File: src/rtl/ip_tx_arb.sv
// ip_tx_arb: frame-granular round-robin merge of the UDP and ICMP byte streams into the IP TX path.
// Latency: data passes combinationally from the granted source; one idle bubble cycle precedes every grant.
// Backpressure: downstream tready goes straight to the granted source; the other source sees tready=0.
// Optional: define IP_TX_ARB_TIMEOUT_EN to build the source-stall watchdog (abort beat, then DRAIN).

module ip_tx_arb #(
   parameter int TIMEOUT_CYCLES = 1024
) (
   input  logic        tx_mac_aclk,
   input  logic        tx_mac_reset_n,
   input  logic [7:0]  udp_tx_tdata,
   input  logic        udp_tx_tvalid,
   input  logic        udp_tx_tlast,
   output logic        udp_tx_tready,
   input  logic [31:0] udp_tx_ip_dst,
   input  logic [7:0]  udp_tx_ip_proto,
   input  logic [7:0]  icmp_tx_tdata,
   input  logic        icmp_tx_tvalid,
   input  logic        icmp_tx_tlast,
   output logic        icmp_tx_tready,
   input  logic [31:0] icmp_tx_ip_dst,
   input  logic [7:0]  icmp_tx_ip_proto,
   output logic [7:0]  tx_axis_ip_tdata,
   output logic        tx_axis_ip_tvalid,
   output logic        tx_axis_ip_tlast,
   input  logic        tx_axis_ip_tready,
   output logic        tx_axis_ip_tdest,
   output logic        tx_axis_ip_tuser,
   output logic [31:0] tx_ip_dst,
   output logic [7:0]  tx_ip_proto
);

   typedef enum logic [1:0] {
      IDLE     = 2'd0,
      GNT_UDP  = 2'd1,
      GNT_ICMP = 2'd2,
      DRAIN    = 2'd3
   } state_t;

   localparam logic SRC_ICMP = 1'b1;

   state_t      state;
   state_t      state_nxt;
   logic        last_gnt;      // 0 = UDP won last, 1 = ICMP won last
   logic        any_vld;
   logic        gnt_icmp;
   logic [7:0]  src_tdata;
   logic        src_tvalid;
   logic        src_tlast;
   logic        src_tready;

   if (TIMEOUT_CYCLES < 1) begin : g_bad_timeout
      $error("ip_tx_arb: TIMEOUT_CYCLES must be at least 1");
   end

   // Tie goes to the source that did not win last time; a lone requester always wins
   assign any_vld  = udp_tx_tvalid | icmp_tx_tvalid;
   assign gnt_icmp = icmp_tx_tvalid & (~udp_tx_tvalid | ~last_gnt);

   // Granted source selected by the registered tdest, which holds across the whole frame
   always_comb begin
      if (tx_axis_ip_tdest) begin
         src_tdata  = icmp_tx_tdata;
         src_tvalid = icmp_tx_tvalid;
         src_tlast  = icmp_tx_tlast;
      end else begin
         src_tdata  = udp_tx_tdata;
         src_tvalid = udp_tx_tvalid;
         src_tlast  = udp_tx_tlast;
      end
   end

   assign udp_tx_tready  = src_tready & ~tx_axis_ip_tdest;
   assign icmp_tx_tready = src_tready & tx_axis_ip_tdest;

`ifdef IP_TX_ARB_TIMEOUT_EN
   localparam int              CNT_W   = $clog2(TIMEOUT_CYCLES + 1);
   localparam logic [CNT_W-1:0] CNT_MAX = CNT_W'(TIMEOUT_CYCLES);

   logic [CNT_W-1:0] stall_cnt;
   logic             abort;

   assign abort = ((state == GNT_UDP) || (state == GNT_ICMP)) && (stall_cnt == CNT_MAX);

   // Count source-idle cycles inside a granted frame; saturates so the abort beat holds until taken
   always_ff @(posedge tx_mac_aclk or negedge tx_mac_reset_n) begin
      if (!tx_mac_reset_n) begin
         stall_cnt <= '0;
      end else if ((state == GNT_UDP) || (state == GNT_ICMP)) begin
         if (src_tvalid && src_tready) begin
            stall_cnt <= '0;
         end else if (!src_tvalid && (stall_cnt != CNT_MAX)) begin
            stall_cnt <= stall_cnt + 1'b1;
         end
      end else begin
         stall_cnt <= '0;
      end
   end
`endif

   // State register
   always_ff @(posedge tx_mac_aclk or negedge tx_mac_reset_n) begin
      if (!tx_mac_reset_n) begin
         state <= IDLE;
      end else begin
         state <= state_nxt;
      end
   end

   // Next state plus every stream output; everything is quiet in IDLE
   always_comb begin
      state_nxt         = state;
      tx_axis_ip_tdata  = 8'h00;
      tx_axis_ip_tvalid = 1'b0;
      tx_axis_ip_tlast  = 1'b0;
      tx_axis_ip_tuser  = 1'b0;
      src_tready        = 1'b0;
      case (state)
         IDLE: begin
            if (any_vld) begin
               state_nxt = gnt_icmp ? GNT_ICMP : GNT_UDP;
            end
         end
         GNT_UDP, GNT_ICMP: begin
            tx_axis_ip_tdata  = src_tdata;
            tx_axis_ip_tvalid = src_tvalid;
            tx_axis_ip_tlast  = src_tlast;
            src_tready        = tx_axis_ip_tready;
            if (src_tvalid && tx_axis_ip_tready && src_tlast) begin
               state_nxt = IDLE;
            end
`ifdef IP_TX_ARB_TIMEOUT_EN
            // Stalled source: close the frame downstream with an errored empty last beat
            if (abort) begin
               tx_axis_ip_tdata  = 8'h00;
               tx_axis_ip_tvalid = 1'b1;
               tx_axis_ip_tlast  = 1'b1;
               tx_axis_ip_tuser  = 1'b1;
               src_tready        = 1'b0;
               state_nxt         = tx_axis_ip_tready ? DRAIN : state;
            end
`endif
         end
`ifdef IP_TX_ARB_TIMEOUT_EN
         DRAIN: begin
            src_tready = 1'b1;
            if (src_tvalid && src_tlast) begin
               state_nxt = IDLE;
            end
         end
`endif
         default: begin
            state_nxt = IDLE;
         end
      endcase
   end

   // Capture the winner's header fields and remember who won, on the grant edge only
   always_ff @(posedge tx_mac_aclk or negedge tx_mac_reset_n) begin
      if (!tx_mac_reset_n) begin
         last_gnt         <= SRC_ICMP;
         tx_axis_ip_tdest <= 1'b0;
         tx_ip_dst        <= 32'h0;
         tx_ip_proto      <= 8'h00;
      end else if ((state == IDLE) && any_vld) begin
         last_gnt         <= gnt_icmp;
         tx_axis_ip_tdest <= gnt_icmp;
         tx_ip_dst        <= gnt_icmp ? icmp_tx_ip_dst : udp_tx_ip_dst;
         tx_ip_proto      <= gnt_icmp ? icmp_tx_ip_proto : udp_tx_ip_proto;
      end
   end

endmodule

File: config.mk
export PLATFORM = sky130hd
export DESIGN_NAME = ip_tx_arb
export DESIGN_NICKNAME = d
export VERILOG_FILES = /design/src/rtl/ip_tx_arb.sv
export SDC_FILE = /design/constraint.sdc
export NUM_CORES = 1
export LEC_CHECK = 0
export BUFFER_PORTS_ARGS = -buffer_cell sky130_fd_sc_hd__clkbuf_2
export CAP_MARGIN = 30
export CORE_ASPECT_RATIO = 0.5
export CORE_MARGIN = 1.5
export CORE_UTILIZATION = 40
export CTS_BUF_LIST = sky130_fd_sc_hd__clkbuf_8
export CTS_CLUSTER_DIAMETER = 60
export DETAILED_ROUTE_END_ITERATION = 7
export PLACE_DENSITY = 0.78
export SLEW_MARGIN = 20
export SYNTH_ARGS = -nofsm -noshare
export SYNTH_HDL_FRONTEND = slang
export SYNTH_SLANG_ARGS = --single-unit
File: constraint.sdc
create_clock -name tx_mac_aclk -period 3.18 [get_ports tx_mac_aclk]
set_input_delay 0.318 -clock tx_mac_aclk [delete_from_list [all_inputs] [get_ports tx_mac_aclk]]
set_output_delay 0.318 -clock tx_mac_aclk [all_outputs]
set_load 0.01 [all_outputs]
Word-level counts from Yosys, hierarchy flattened
Cells that the tools add are included.
{ "op_classes": {"eq_ne": 4, "n_mux": 13, "bitwise": 8, "reduce_logical": 6} }
{ "op_table": {"columns": ["cell", "n"], "rows": [
  ["$mux W32", 1],
  ["$mux W8", 3],
  ["$mux W2", 3],
  ["$mux W1", 5],
  ["$ne A2 B2 Y1 const B", 2],
  ["$pmux W2 S2", 1],
  ["$and A1 B1 Y1", 3],
  ["$logic_and A1 B1 Y1", 3],
  ["$not A1 Y1", 3],
  ["$eq A2 B1 Y1 const B", 1],
  ["$eq A2 B2 Y1 const B", 1],
  ["$logic_not A2 Y1", 1],
  ["$or A1 B1 Y1", 2],
  ["$reduce_and A2 Y1", 1],
  ["$reduce_or A2 Y1", 1]
]} }
{ "totals": {"reg_bits": 44, "in_bits": 103, "output_inout_bits": 54, "elab_cells": 36} }

Logic depth before layout (Yosys ltp)
{ "logic_depth": {"ltp_word": 6, "mapped_depth": 6, "mapped_depth_nobuf": 5} }

Worst setup path after synthesis
Ideal clock, no wire load.
{ "synth_path": {"path_kind": "reg2out", "startpoint": "register state[0]", "endpoint": "output port tx_axis_ip_tdata[0]", "arrival_time_ns": 1.116, "required_time_ns": 2.862, "slack_ns": 1.746, "path_stages_with_launch": 5, "n_path_buf": 1, "path_cell_list": "dfrtp_1 inv_1 ha_1 clkbuf_1 nor2b_1"} }
{ "synth_between": {"elab_chain_cells": 3, "elab_cells_between_ends": 4, "classes_between": "eq/ne: 2; mux: 1; reduce/logical: 1"} }
{ "synth_rtl": {"columns": ["item", "line", "source"], "rows": [
  ["start, declared", "42", "state_t state;"],
  ["start signal, assigned", "106", "state <= state_nxt;"],
  ["$eq A2 B1 Y1 / $eq A2 B2 Y1 (equally long branches)", "118", "case (state)"],
  ["$reduce_or A2 Y1 (*)", "118", null],
  ["$mux W8 (*)", "118", null],
  ["end, declared", "23", "output logic [7:0] tx_axis_ip_tdata,"]
]} }
Every way passes the cells marked *; elsewhere a longest branch is shown, timed or not.

Worst setup path in the final report
{ "layout_path": {"startpoint": "register tx_axis_ip_tdest", "endpoint": "output port tx_axis_ip_tdata[5]"} }
{ "layout_between": {"elab_chain_cells": 2} }
{ "layout_rtl": {"columns": ["item", "line", "source"], "rows": [
  ["start, declared", "27", "output logic tx_axis_ip_tdest,"],
  ["start signal, assigned", "167", "tx_axis_ip_tdest <= gnt_icmp;"],
  ["$mux W8", "62", "if (tx_axis_ip_tdest) begin"],
  ["$mux W8", "118", null]
]} }
Every way passes these cells.

==> flow_metrics.env <==
export IMPL_route_vias_total=2151
export IMPL_grt_pass1_wl_mm=9.34
export IMPL_ir_drop_mv=0.427
export IMPL_rsz0062_at_grt="false"
export IMPL_rows=19
export IMPL_synthCells=221
export IMPL_relSlewSlack_pct=43.8
export IMPL_ant_nets=0
export IMPL_grt_max_degree=47
export IMPL_fp_dieW_um=110
export IMPL_die_area_sq_mm=0.00624
export IMPL_synth_ff_type="dfrtp_1"
export IMPL_multi_input_area_sq_mm=0.00106
export IMPL_synthMuxAreaShare_pct=21.8
export IMPL_hp_class="input pin to async pin"
export IMPL_htreeDepth=2
export IMPL_crit_type="flip-flop to output pin"
export IMPL_synth_top_area_share_pct=46.8
export IMPL_required_ns=2.86
export IMPL_synth_xor_area_share_pct=0
export IMPL_clkSlewWorstSetupHoldPaths_ns=0.09
export IMPL_async_flop_share_pct=100
export IMPL_layout_setup_ws_ns=1.26
export IMPL_switchingPower_mw=1.11
export IMPL_synth_area_leaders="dfrtp_1 (47%), mux2i_1 (22%), o21ai_1 (7.6%)"
export IMPL_initial_core_util_pct=41.7
export IMPL_wire_per_inst_um=13.1
export IMPL_portBuffers=155
export IMPL_ys_ff_latch=44
export IMPL_syn2layout_area_growth_pct=40.5
export IMPL_worst_setup_path_start_kind="flip-flop"
export IMPL_cpMaxStageDelayCell="dfrtp_1"
export IMPL_cts_buffer_depth=2
export IMPL_ys_seq_area_share_pct=47.9
export IMPL_whs_ns=0.0596
export IMPL_cts_hold_buf=0
export IMPL_hpwlAfterDp_mm=4.73
export IMPL_synth_compound_area_share_pct=12.0
export IMPL_setup_tns_ns=0
export IMPL_clkSinkCount=44
export IMPL_drt_total_wl_mm=5.80
export IMPL_drt_vias_per_instance=4.86
export IMPL_maxCapViolations=0
export IMPL_crit_chain="mux2i_1, nor2b_1, clkbuf_2"
export IMPL_crit_fanout=16
export IMPL_swShare_pct=39.1
export IMPL_synth_nets=325
export IMPL_r2r_start="last_gnt$_DFFE_PN1P_"
export IMPL_worst_setup_path_end_kind="output pin"
export IMPL_synth_top_cells_by_count="mux2i_1 (50), dfrtp_1 (43), nand2_1 (41), o21ai_1 (35), nor2b_1 (10)"
export IMPL_crit_cells=3
export IMPL_rr_worst_depth=4
export IMPL_fmax_mhz=520
export IMPL_period_share_pct=60.4
export IMPL_fp_dieH_um=56.6
export IMPL_crit_family="flip-flops"
export IMPL_post_cts_buffers=0
export IMPL_nets=473
export IMPL_grt_use_total_pct=19.2
export IMPL_synth_most_common_cell="mux2i_1"
export IMPL_status="completed"
export IMPL_sequentialPowerShare_pct=36.1
export IMPL_place_congestion=0.716
export IMPL_yosys_area_top_type="dfrtp_1"
export IMPL_p_per_area_mw_per_mm2=876
export IMPL_clock_latency_ns=0.29
export IMPL_cts_buffers=5
export IMPL_tightest_slew_ns=0.840
export IMPL_grt_pass1_vias=2228
export IMPL_root_buffer="clkbuf_8"
export IMPL_core_region_area_sq_mm=0.00552
export IMPL_crit_buf_inv=1
export IMPL_leakagePower_nw=1.74
export IMPL_crit_start="tx_axis_ip_tdest$_DFFE_PN0P_"
export IMPL_drt_pass1_iterations=4
export IMPL_dp_slack_ns=1.24
export IMPL_power_frac_comb_pct=47.6
export IMPL_synth_edff_count=0
export IMPL_synth_fa_ha_area_share_pct=0.544
export IMPL_hold_violations=0
export IMPL_gr_total_overflow=0
export IMPL_layout_drive_gt1_share_pct=46.2
export IMPL_ff2ff_setup_slack_ns=1.39
export IMPL_slowest_delay_ns=0.79
export IMPL_yosys_area_share_simple_pct=11.0
export IMPL_synth_top_family_by_area="multiplexers"
export IMPL_avgSynthCellArea_sq_um=10.4
export IMPL_finalMaxSlewViolations=0
export IMPL_clock_power_share_pct=16.3
export IMPL_drt_drc_violations_left=0
export IMPL_cts_tree="yes"
export IMPL_nFillCells=478
export IMPL_pin_count=157
export IMPL_synth_warning_count=0
export IMPL_post_cts_resize_count=0
export IMPL_antenna_found_initial=0
export IMPL_drt_iter0_drc=93
export IMPL_regArea_sq_mm=0.00110
export IMPL_period_needed_ns=1.92
export IMPL_p_int_mw=1.72
export IMPL_worstPathArrival_ns=1.60
export IMPL_synth_cell_types=27
export IMPL_synth_area_sq_mm=0.00230
export IMPL_skew_ns=0.00858
export IMPL_finalSetupViolCount=0
export IMPL_antenna_cells=0
power by group through the flow:
stage	Clock, mW	Sequential [mW]	Combinational [mW]
finish	0.463	1.02	1.35
global route	0.499	1.06	1.49
CTS	0.476	1.02	1.36
detailed placement	0	1.03	1.36
global placement	0	1.02	1.32
floorplan	0	1.11	0.763
cell families after synthesis:
family / Yosys count
adder cells (fa/ha/maj): 1
other: 1
buffers and inverters: 19
multiplexers: 50
AO/OA/AOI/OAI: 48
flip-flops: 44
AND/OR/NAND/NOR: 58
placed cells by master (no fill, tap or decap), types with 2 or more instances in the layout:
cell type,instances
a22o_1,2
a32o_1,2
buf_12,2
clkbuf_2,155
clkbuf_8,7
dfrtp_1,43
inv_1,2
mux2i_1,50
nand2_1,41
nor2_1,3
nor2b_1,10
o21ai_0,3
o21ai_1,35
o21ai_2,2
state kept, by name, summed over array words and instances (netlist names):
signal	cells
tx_axis_ip_tdest	1
state	2
tx_ip_dst	32
last_gnt	1
tx_ip_proto	8
through the flow:
stage	std cells	util [%]	cell area (sq um)	power [mW]
final	443	58.6	3230	2.83
after CTS	443	58.6	3230	2.87
after global placement	434	55.8	3080	2.33
after floorplan	221	-	2300	1.87
after global routing	443	58.6	3230	3.05
after detailed placement	435	56.3	3110	2.40
layout make-up:
type / count / area share [%]
Clock inverter: 1 / 0.929
Multi-Input combinational cell: 158 / 32.9
Clock buffer: 7 / 2.98
Sequential cell: 44 / 34.1
Timing Repair Buffer: 158 / 26.1
Tap cell: 73 / 2.83
Inverter: 2 / 0.232
final timing paths:
path                                         endpoint
max                               tx_axis_ip_tdata[5]
min                        tx_ip_proto[5]$_DFFE_PN0P_
max reg2reg                 tx_ip_dst[15]$_DFFE_PN0P_
min reg2reg                tx_ip_proto[6]$_DFFE_PN0P_
max in group asynchronous    tx_ip_dst[8]$_DFFE_PN0P_
min in group tx_mac_aclk     tx_ip_dst[1]$_DFFE_PN0P_
per-layer routing:
metal  global-route usage, %  vias up  wire length, um
met5                       0        -                0
met2                    38.4       48             3380
li1                        -     1059                -
met4                    8.24        0              130
met3                    3.37       12              150
met1                    19.1     1032             2140
(Power assumes the default switching activity.)
